--- src/rtl/multi_player_ctl_pkg.sv ---
// rtl/multi_player_ctl_pkg.sv - shared types and screen geometry for the player position controller
package multi_player_ctl_pkg;

  typedef enum logic [1:0] {
    IDLE   = 2'd0,
    MOVE_L = 2'd1,
    MOVE_R = 2'd2
  } move_t;

  localparam int SCREEN_W      = 1024;
  localparam int SPRITE_W      = 64;
  localparam int X_MAX_DEFAULT = SCREEN_W - SPRITE_W;

  function automatic int clamp_pos(input int pos, input int lo, input int hi);
    if (pos < lo) return lo;
    if (pos > hi) return hi;
    return pos;
  endfunction

endpackage

--- src/rtl/multi_player_ctl_player_axis_ch.sv ---
// rtl/multi_player_ctl_player_axis_ch.sv - one player channel: request latch, move FSM, hold ramp, clamp
module player_axis_ch
  import multi_player_ctl_pkg::*;
#(
  parameter int XPOS_W      = 12,
  parameter int X_MIN       = 0,
  parameter int X_MAX       = 960,
  parameter int X_RESET     = 256,
  parameter int STEP_MIN    = 2,
  parameter int STEP_MAX    = 6,
  parameter int HOLD_FRAMES = 8
) (
  input  logic              clk,
  input  logic              rst,
  input  logic              frame_edge,
  input  logic              enable,
  input  logic              zero,
  input  logic              left_s,
  input  logic              right_s,
  output logic [XPOS_W-1:0] xpos,
  output logic              moving
);

  localparam int HW = $clog2(HOLD_FRAMES + 1);
  localparam logic [HW-1:0]          HOLD_SAT = HW'(HOLD_FRAMES);
  localparam logic signed [XPOS_W:0] LO       = (XPOS_W+1)'(X_MIN);
  localparam logic signed [XPOS_W:0] HI       = (XPOS_W+1)'(X_MAX);
  localparam logic signed [XPOS_W:0] STEP_LO  = (XPOS_W+1)'(STEP_MIN);
  localparam logic signed [XPOS_W:0] STEP_HI  = (XPOS_W+1)'(STEP_MAX);
  localparam logic [XPOS_W-1:0]      POS_RST  = XPOS_W'(X_RESET);

  move_t                   state;
  move_t                   nxt;
  logic                    lreq;
  logic                    rreq;
  logic                    l_c;
  logic                    r_c;
  logic [HW-1:0]           hold;
  logic [HW-1:0]           hold_nxt;
  logic                    fast;
  logic signed [XPOS_W:0]  step;
  logic signed [XPOS_W:0]  cur;
  logic signed [XPOS_W:0]  nxt_pos;

  always_comb begin
    l_c = lreq | left_s;
    r_c = rreq | right_s;

    nxt = IDLE;
    if (l_c && !r_c)      nxt = MOVE_L;
    else if (r_c && !l_c) nxt = MOVE_R;

    if (nxt == IDLE)            hold_nxt = '0;
    else if (nxt != state)      hold_nxt = HW'(1);
    else if (hold == HOLD_SAT)  hold_nxt = hold;
    else                        hold_nxt = hold + HW'(1);

    // Fast only once the counter was already full, so the first fast frame is HOLD_FRAMES+1.
    fast = (nxt != IDLE) && (nxt == state) && (hold == HOLD_SAT);
    step = fast ? STEP_HI : STEP_LO;

    cur     = {1'b0, xpos};
    nxt_pos = cur;
    if (nxt == MOVE_L) begin
      nxt_pos = cur - step;
      if (nxt_pos < LO) nxt_pos = LO;
    end else if (nxt == MOVE_R) begin
      nxt_pos = cur + step;
      if (nxt_pos > HI) nxt_pos = HI;
    end
  end

  always_ff @(posedge clk) begin
    if (!rst || zero) begin
      xpos   <= POS_RST;
      moving <= 1'b0;
      state  <= IDLE;
      hold   <= '0;
      lreq   <= 1'b0;
      rreq   <= 1'b0;
    end else if (frame_edge) begin
      lreq <= 1'b0;
      rreq <= 1'b0;
      if (!enable) begin
        state  <= IDLE;
        hold   <= '0;
        moving <= 1'b0;
      end else begin
        state  <= nxt;
        hold   <= hold_nxt;
        xpos   <= nxt_pos[XPOS_W-1:0];
        moving <= (nxt_pos != cur);
      end
    end else begin
      lreq <= l_c;
      rreq <= r_c;
    end
  end

endmodule

--- src/rtl/multi_player_ctl.sv ---
// rtl/multi_player_ctl.sv - N-player horizontal position controller updated once per vsync rise
module multi_player_ctl
  import multi_player_ctl_pkg::*;
#(
  parameter int N_PLAYERS   = 2,
  parameter int XPOS_W      = 12,
  parameter int X_MIN       = 0,
  parameter int X_MAX       = X_MAX_DEFAULT,
  parameter int X_INIT      = 256,
  parameter int X_SPACING   = 512,
  parameter int STEP_MIN    = 2,
  parameter int STEP_MAX    = 6,
  parameter int HOLD_FRAMES = 8
) (
  input  logic                          clk,
  input  logic                          rst,
  input  logic                          v_tick,
  input  logic                          enable,
  input  logic                          zero,
  input  logic [N_PLAYERS-1:0]          left,
  input  logic [N_PLAYERS-1:0]          right,
  output logic [N_PLAYERS*XPOS_W-1:0]   xpos,
  output logic [N_PLAYERS-1:0]          moving,
  output logic                          frame_stb
);

  logic [N_PLAYERS-1:0] left_s1;
  logic [N_PLAYERS-1:0] left_s;
  logic [N_PLAYERS-1:0] right_s1;
  logic [N_PLAYERS-1:0] right_s;
  logic                 vt_s1;
  logic                 vt_s;
  logic                 vt_s_d;
  logic                 frame_edge;

  assign frame_edge = vt_s & ~vt_s_d;

  always_ff @(posedge clk) begin
    if (!rst) begin
      left_s1   <= '0;
      left_s    <= '0;
      right_s1  <= '0;
      right_s   <= '0;
      vt_s1     <= 1'b0;
      vt_s      <= 1'b0;
      vt_s_d    <= 1'b0;
      frame_stb <= 1'b0;
    end else begin
      left_s1   <= left;
      left_s    <= left_s1;
      right_s1  <= right;
      right_s   <= right_s1;
      vt_s1     <= v_tick;
      vt_s      <= vt_s1;
      vt_s_d    <= vt_s;
      frame_stb <= frame_edge;
    end
  end

  for (genvar i = 0; i < N_PLAYERS; i++) begin : g_ch
    player_axis_ch #(
      .XPOS_W      (XPOS_W),
      .X_MIN       (X_MIN),
      .X_MAX       (X_MAX),
      .X_RESET     (clamp_pos(X_INIT + i * X_SPACING, X_MIN, X_MAX)),
      .STEP_MIN    (STEP_MIN),
      .STEP_MAX    (STEP_MAX),
      .HOLD_FRAMES (HOLD_FRAMES)
    ) u_ch (
      .clk        (clk),
      .rst        (rst),
      .frame_edge (frame_edge),
      .enable     (enable),
      .zero       (zero),
      .left_s     (left_s[i]),
      .right_s    (right_s[i]),
      .xpos       (xpos[i*XPOS_W +: XPOS_W]),
      .moving     (moving[i])
    );
  end

endmodule

--- config.mk ---
export PLATFORM = sky130hd
export DESIGN_NAME = multi_player_ctl
export DESIGN_NICKNAME = d
export VERILOG_FILES = /design/src/rtl/multi_player_ctl_pkg.sv /design/src/rtl/multi_player_ctl_player_axis_ch.sv /design/src/rtl/multi_player_ctl.sv
export SDC_FILE = /design/constraint.sdc
export NUM_CORES = 1
export LEC_CHECK = 0
export BUFFER_PORTS_ARGS = -buffer_cell sky130_fd_sc_hd__clkbuf_2
export CORE_MARGIN = 5
export CORE_UTILIZATION = 30
export DETAILED_ROUTE_END_ITERATION = 16
export GPL_TIMING_DRIVEN = 0
export MAX_ROUTING_LAYER = met4
export PLACE_DENSITY = 0.49
export SLEW_MARGIN = 10
export SYNTH_ARGS = -nofsm -noshare
export SYNTH_HDL_FRONTEND = slang
export SYNTH_SLANG_ARGS = --single-unit
--- constraint.sdc ---
create_clock -name clk -period 3.6 [get_ports clk]
set_input_delay 0.72 -clock clk [delete_from_list [all_inputs] [get_ports clk]]
set_output_delay 0.72 -clock clk [all_outputs]
set_load 0.03 [all_outputs]
# ---- Word level (Yosys, flattened, before mapping)
# Index checks and enable logic that the tools add are counted.
dict set report word_totals {
  ff_bits 54
  latchBits 0
  mem_bits_rw 0
  rom_bits 0
  input_bits 9
  output_inout_bits 27
  word_cells 98
  mem_count 0
}
dict set report classes {
  n_addsub 6
  n_mul 0
  n_div 0
  magnitude_cmp 4
  n_eq_ne 14
  shift 0
  mux 26
  n_bitwise 6
  n_reduce_logical 22
}
# cell count
set op_table {}
lappend op_table {{13-bit 2-to-1 mux} 8}
lappend op_table {{4-bit 2-to-1 mux} 8}
lappend op_table {{13-bit adder} 2}
lappend op_table {{13-bit by 11-bit > comparator with 1-bit output (second input constant)} 2}
lappend op_table {{13-bit by 1-bit < comparator with 1-bit output (second input constant)} 2}
lappend op_table {{13-bit inequality test} 2}
lappend op_table {{13-bit subtractor} 2}
lappend op_table {{2-bit 2-to-1 mux} 6}
lappend op_table {{4-bit by 1-bit adder with 4-bit output (second input constant)} 2}
lappend op_table {{4-bit == test (second input constant)} 2}
lappend op_table {{1-bit logical AND} 8}
lappend op_table {{4-bit by 2-bit inequality test with 1-bit output (second input constant)} 2}
lappend op_table {{3-bit 2-to-1 mux} 2}
lappend op_table {{2-bit AND reduction} 3}
lappend op_table {{1-bit zero test} 5}
lappend op_table {{2-bit by 1-bit == test with 1-bit output (second input constant)} 2}
lappend op_table {{2-bit == test} 2}
lappend op_table {{2-bit == test (second input constant)} 2}
lappend op_table {{2-bit zero test} 2}
lappend op_table {{2-bit inequality test} 2}
lappend op_table {{1-bit OR} 4}
lappend op_table {{2-bit nonzero test} 2}
lappend op_table {{1-bit 2-to-1 mux} 2}
lappend op_table {{2-bit OR reduction} 1}
lappend op_table {{3 further kinds} 3}

# ---- Longest topological paths before layout
dict set report logic_depth {
  ltp_word 16
  mapped_depth 15
  mapped_depth_nobuf 14
}

# ---- Modules after synthesis
# A second synthesis with hierarchy kept.
dict set report unflattened {
  hier_cells 583
  hier_area_um2 4423.0
}
# mod n_inst cells_each area_per_inst_um2 seq_area_each_um2
set modules_own_cells {}
lappend modules_own_cells {{player_axis_ch (g_ch[0].u_ch)} 1 277 2050.7 420.4}
lappend modules_own_cells {{player_axis_ch (g_ch[1].u_ch)} 1 280 2026.9 420.4}
lappend modules_own_cells {multi_player_ctl 1 26 345.3 240.2}

# ---- Least setup slack after synthesis
# Ideal clock, no wire load.
dict set report synth_timing {
  path_type {register to register}
  from {register left_s[0]}
  to {register g_ch[0].u_ch.moving}
  setup_time_ps 120
  t_arrival_ps 3413
  t_required_ps 3480
  path_slack_ps 67
  path_stages_with_launch 16
  n_path_buf 1
  period_less_slack_ps 3533
  path_cell_list {dfxtp_1 -> nor2_1 -> clkbuf_1 -> nand2_1 -> o22ai_1 -> and4b_1 -> inv_1 -> ha_1 -> nand2b_1 -> a2111oi_2 -> and3_1 -> o21ai_1 -> a21o_1 -> a211oi_1 -> o21ba_1 -> o31a_1}
}
dict set report synth_between {
  elab_chain_cells 16
  elab_cells_between_ends 23
  classes_between {add/sub: 2; order compare: 2; eq/ne: 4; mux: 8; bitwise: 1; reduce/logical: 6}
}
# item line_no
set synth_lines {}
lappend synth_lines {{from (decl)} multi_player_ctl.sv:28} ;# logic [N_PLAYERS-1:0] left_s;
lappend synth_lines {{from (signal assigned)} multi_player_ctl.sv:50} ;# left_s <= left_s1;
lappend synth_lines {{1-bit OR (*)} multi_player_ctl_player_axis_ch.sv:46} ;# l_c = lreq | left_s;
lappend synth_lines {{1-bit zero test} multi_player_ctl_player_axis_ch.sv:51} ;# else if (r_c && !l_c) nxt = MOVE_R;
lappend synth_lines {{1-bit logical AND} multi_player_ctl_player_axis_ch.sv:51}
lappend synth_lines {{2-bit 2-to-1 mux} multi_player_ctl_player_axis_ch.sv:51}
lappend synth_lines {{2-bit 2-to-1 mux (*)} multi_player_ctl_player_axis_ch.sv:50} ;# if (l_c && !r_c) nxt = MOVE_L;
lappend synth_lines {{2-bit == test / 2-bit nonzero test (equally long branches)} multi_player_ctl_player_axis_ch.sv:59} ;# fast = (nxt != IDLE) && (nxt == state) && (hold == HOLD_SAT);
lappend synth_lines {{1-bit logical AND (2 in a row)} multi_player_ctl_player_axis_ch.sv:59}
lappend synth_lines {{3-bit 2-to-1 mux} multi_player_ctl_player_axis_ch.sv:60} ;# step = fast ? STEP_HI : STEP_LO;
lappend synth_lines {{13-bit adder} multi_player_ctl_player_axis_ch.sv:68} ;# nxt_pos = cur + step;
lappend synth_lines {{13-bit by 11-bit > comparator with 1-bit output} multi_player_ctl_player_axis_ch.sv:69} ;# if (nxt_pos > HI) nxt_pos = HI;
lappend synth_lines {{13-bit 2-to-1 mux} multi_player_ctl_player_axis_ch.sv:69}
lappend synth_lines {{13-bit 2-to-1 mux} multi_player_ctl_player_axis_ch.sv:67} ;# end else if (nxt == MOVE_R) begin
lappend synth_lines {{13-bit 2-to-1 mux (*)} multi_player_ctl_player_axis_ch.sv:64} ;# if (nxt == MOVE_L) begin
lappend synth_lines {{13-bit inequality test (*)} multi_player_ctl_player_axis_ch.sv:92} ;# moving <= (nxt_pos != cur);
lappend synth_lines {{1-bit 2-to-1 mux (*)} multi_player_ctl_player_axis_ch.sv:84} ;# if (!enable) begin
lappend synth_lines {{to (signal assigned)} multi_player_ctl_player_axis_ch.sv:92}
lappend synth_lines {{to (decl)} multi_player_ctl_player_axis_ch.sv:21} ;# output logic moving
# Every way passes the cells marked *; elsewhere a longest branch is shown, timed or not.
# A chain may end at the register's enable or synchronous reset.

# ---- Final worst setup path
dict set report layout_timing {
  from {register g_ch[1].u_ch.rreq}
  to {register g_ch[1].u_ch.xpos[11]}
}
dict set report layout_between {
  elab_chain_cells 13
  elab_cells_between_ends 21
  classes_between {add/sub: 2; order compare: 2; eq/ne: 3; mux: 7; bitwise: 1; reduce/logical: 6}
}
# item line_no
set layout_lines {}
lappend layout_lines {{from (decl)} multi_player_ctl_player_axis_ch.sv:35} ;# logic rreq;
lappend layout_lines {{from (signal assigned)} multi_player_ctl_player_axis_ch.sv:96} ;# rreq <= r_c;
lappend layout_lines {{1-bit OR (*)} multi_player_ctl_player_axis_ch.sv:47} ;# r_c = rreq | right_s;
lappend layout_lines {{1-bit logical AND / 1-bit zero test (equally long branches)} {multi_player_ctl_player_axis_ch.sv:51, multi_player_ctl_player_axis_ch.sv:50}}
lappend layout_lines {{2-bit 2-to-1 mux / 1-bit logical AND (equally long branches)} {multi_player_ctl_player_axis_ch.sv:51, multi_player_ctl_player_axis_ch.sv:50}}
lappend layout_lines {{2-bit 2-to-1 mux (*)} multi_player_ctl_player_axis_ch.sv:50}
lappend layout_lines {{2-bit == test / 2-bit nonzero test (equally long branches)} multi_player_ctl_player_axis_ch.sv:59}
lappend layout_lines {{1-bit logical AND (2 in a row)} multi_player_ctl_player_axis_ch.sv:59}
lappend layout_lines {{3-bit 2-to-1 mux} multi_player_ctl_player_axis_ch.sv:60}
lappend layout_lines {{13-bit adder} multi_player_ctl_player_axis_ch.sv:68}
lappend layout_lines {{13-bit by 11-bit > comparator with 1-bit output} multi_player_ctl_player_axis_ch.sv:69}
lappend layout_lines {{13-bit 2-to-1 mux} multi_player_ctl_player_axis_ch.sv:69}
lappend layout_lines {{13-bit 2-to-1 mux} multi_player_ctl_player_axis_ch.sv:67}
lappend layout_lines {{13-bit 2-to-1 mux (*)} multi_player_ctl_player_axis_ch.sv:64}
lappend layout_lines {{to (signal assigned)} multi_player_ctl_player_axis_ch.sv:91} ;# xpos <= nxt_pos[XPOS_W-1:0];
lappend layout_lines {{to (decl)} multi_player_ctl_player_axis_ch.sv:20} ;# output logic [XPOS_W-1:0] xpos,
# Marks and branches as above.

==> results.yml <==
setup_path:
  path_class: "reg2reg"
  crit_start: "g_ch[1].u_ch.rreq"
  critPathCaptureType: "register"
  reg2reg_slack_ns: 0.1
  critical_path.top_delay_family: "simple AND/OR/NAND/NOR gates"
  arrival_ns: 3.72
  worstReg2RegStart: "g_ch[1].u_ch.rreq"
  worst-path-max-fanout: 8
  critPathSlowestCell: "or4b_1"
  required_ns: 3.81
  worst_r2r_path_depth: 14
  crit_buf_inv: 1
  critPathLaunchType: "register"
  cpPeakStageDelay_ns: 0.49
  worstReg2RegEnd: "g_ch[1].u_ch.xpos[11]"
  path_cells: "or2_4 > nand3_1 > o22ai_2 > and4b_2 > inv_2 > ha_1 > nor2b_4 > nor2_4 > a2bb2oi_1 > a211oi_2 > o41ai_4 > a21o_4 > or4b_1 > a21oi_2"
  crit_cells: 14
floorplan:
  die_area_um2: 15500
  core-area_um2: 12700
  initial_core_util_pct: 30.8
  boundaryPins: 36
  row_count: 41
  die_h_um: 124
  die_w_um: 124
cts:
  numCtsBuffers: 5
  path_clk_slew_ns: 0.07
  clk-insertion-delay-late_ns: 0.30
  cts_tree: "yes"
  ctsHoldBuffers: 0
  clock_path_buffers: 2
  clock-sinks: 54
  cts_root_buf: "clkbuf_16"
  h-tree-depth: 2
outcome:
  status: "finished clean"
power_and_ir_drop:
  powerDensity_nw_per_um2: 281
  sw_frac_of_total_pct: 26.1
  intPower_uw: 992
  seq_power_share_pct: 45.6
  vdd_ir_drop_max_v: 0.000200
  p_leak_uw: 0.00172
  p_comb_share_pct: 12.3
  p_switching_uw: 349
  clkPwrFrac_pct: 42.1
worst_hold_path:
  hold-path-endpoint: "frame_stb"
  hp-start: "vt_s_d"
  min_path_type: "reg2reg"
  hold_depth: 1
placement:
  dpl.hpwl_um: 9820
  numPortBuffers: 35
  gp_congestion: 0.944
  placed_cells: 722
routing:
  vias: 4221
  avgRoutedWirePerCell_um: 18.2
  drt.antenna.violating_nets: 0
  wl_um: 13500
  firstDrtPassIters: 6
  vias_per_cell: 5.70
  drt-initial-drc-count: 322
  drc: 0
logic_synthesis:
  synth_seq_area_share_pct: 27.6
  synthCells: 515
  netlist_area_um2: 3920
  async_flop_share_pct: 0
  synth_seq_cells: 54
  ys_dominant_reg_cell: "dfxtp_1"
  syn_avg_cell_area_um2: 7.61
  synth-edff-count: 0
  synth_nets: 536
  ys.warnings.count: 0
  ys_types: 79
global_route:
  global_route.usage.met1_pct: 22.2
  grt_overflow: 0
  grt_most_used_layer: "met2"
  grt_max_degree: 17
  antenna_found_initial: 0
  grtUsageTotal_pct: 17.5
  grt_pass1_vias: 4077
  grt_pass1_wl_um: 21700
  grt_use_met2_pct: 28.3
  gr-usage-met3_pct: 2.62
sta:
  finalClockSkew_ns: 0.0149
  rsz0062_at_grt: "no"
  max-slew-margin-rel_pct: 37.3
  hold_ws_ns: 0.414
  worst_pin_slew_ns: 0.933
  fin_crit_ns: 3.50
  hold_viol_final: 0
  setup_viol: 0
  drv_slew: 0
  max_clock_freq_mhz: 285
  finalCritPeriodShare_pct: 97.3
cells_and_area:
  nNetsFinal: 589
  final_cell_mix: "dfxtp_1 (51), nor2_1 (50), nand2_1 (44), clkbuf_2 (36), a21oi_1 (35)"
  fin_cells: 741
  drive_above_1_share_pct: 23.2
  area_growth_pct: 21.8
  antennaDiodeCount: 0
  fillCellCount: 1406
  layout_commonest_cell: "dfxtp_1"
run:
  drv_cap: 0
[metrics by stage]
stage          setup slack, ns  power (µW)  cell area, µm²  utilization (%)  setup TNS, ns
3_3_place_gp            -0.929         774            4310             33.9         -14.86
2_1_floorplan           0.0670         727            3920                -              0
5_1_grt               0.000499        1390            4780             37.5              0
4_1_cts                0.00198        1350            4660             36.6              0
6_report                0.0961        1340            4780             37.5              0
3_5_place_dp            -0.935         774            4310             33.9         -15.60
[registers in the layout (all words and copies together) (netlist names)]
name              flops
g_ch.u_ch.xpos       24
g_ch.u_ch.hold        8
g_ch.u_ch.state       4
g_ch.u_ch.lreq        2
g_ch.u_ch.moving      2
g_ch.u_ch.rreq        2
left_s1               2
left_s                2
right_s1              2
right_s               2
frame_stb             1
vt_s                  1
vt_s1                 1
vt_s_d                1
[logic make-up (layout without fill, tap and decap cells)]
logic type	count (synthesis)	count (layout)	synth area share, %
buffers and inverters	54	108	6.13
and+or+nand+nor	216	216	28.9
adders and majority gates	12	12	4.60
xor gates and xnor gates	11	11	2.46
DFF	54	54	27.6
muxes	1	1	0.255
AOI/OAI and AO/OA	167	167	30.1
[cell type report]
class | count | area (µm²) | share of cell area (%)
repair buffers | 49 | 280 | 5.87
plain buffers | 35 | 180 | 3.77
flip-flops and latches | 54 | 1080 | 22.7
well taps | 172 | 215 | 4.51
clock inverters | 3 | 40.0 | 0.838
clock buffers | 5 | 125 | 2.62
inverters | 16 | 60.1 | 1.26
multi-input cells | 407 | 2790 | 58.4
[synthesized netlist by cell type, types with 5 or more instances]
cell type,n,area [µm²]
nor2_1,56,210
dfxtp_1,54,1080
nand2_1,46,173
a21oi_1,39,195
o21ai_0,26,130
clkbuf_1,23,86.3
nand3_1,19,95.1
nor3_1,17,85.1
inv_1,16,60.1
and2_1,15,93.8
a31oi_1,12,75.1
a211oi_1,11,82.6
nand2b_1,9,56.3
nand4_1,9,56.3
ha_1,8,100
a211o_1,6,52.6
a21o_1,6,45.0
a22oi_1,6,45.0
buf_4,6,45.0
o22ai_1,6,37.5
or2_2,6,37.5
or3_1,6,37.5
xor2_1,6,52.6
and3_1,5,31.3
buf_2,5,25.0
nor2b_1,5,31.3
nor4_1,5,31.3
o211ai_1,5,37.5
xnor2_1,5,43.8
[power by group through the flow]
stage | combinational, µW | sequential, µW | clock [µW]
4_1_cts | 160 | 611 | 578
3_5_place_dp | 150 | 624 | 0
5_1_grt | 180 | 613 | 601
6_report | 165 | 612 | 564
2_1_floorplan | 101 | 626 | 0
3_3_place_gp | 150 | 624 | 0
[routing by layer]
metal  vias to the layer above  part of all wire (%)
met4                         0                   2.4
li1                       2009                     -
met3                        27                   5.3
met5                         -                     0
met2                       150                    47
met1                      2035                    45
[worst max path at each step]
stage                     slack [ns]               endpoint
after global routing          0.0005    g_ch[0].u_ch.moving
final                            0.1  g_ch[1].u_ch.xpos[11]
after global placement         -0.93  g_ch[1].u_ch.xpos[11]
after floorplan                 0.07    g_ch[0].u_ch.moving
after CTS                      0.002   g_ch[0].u_ch.xpos[8]
after detailed placement       -0.94  g_ch[1].u_ch.xpos[11]
[repair_timing]
item	in CTS	in global routing
setup buffers	11	3
cloned	0	0
pin swaps	12	8
setup endpoints to repair	26	16
gates resized for setup	33	25
(Power assumes the default switching activity.)
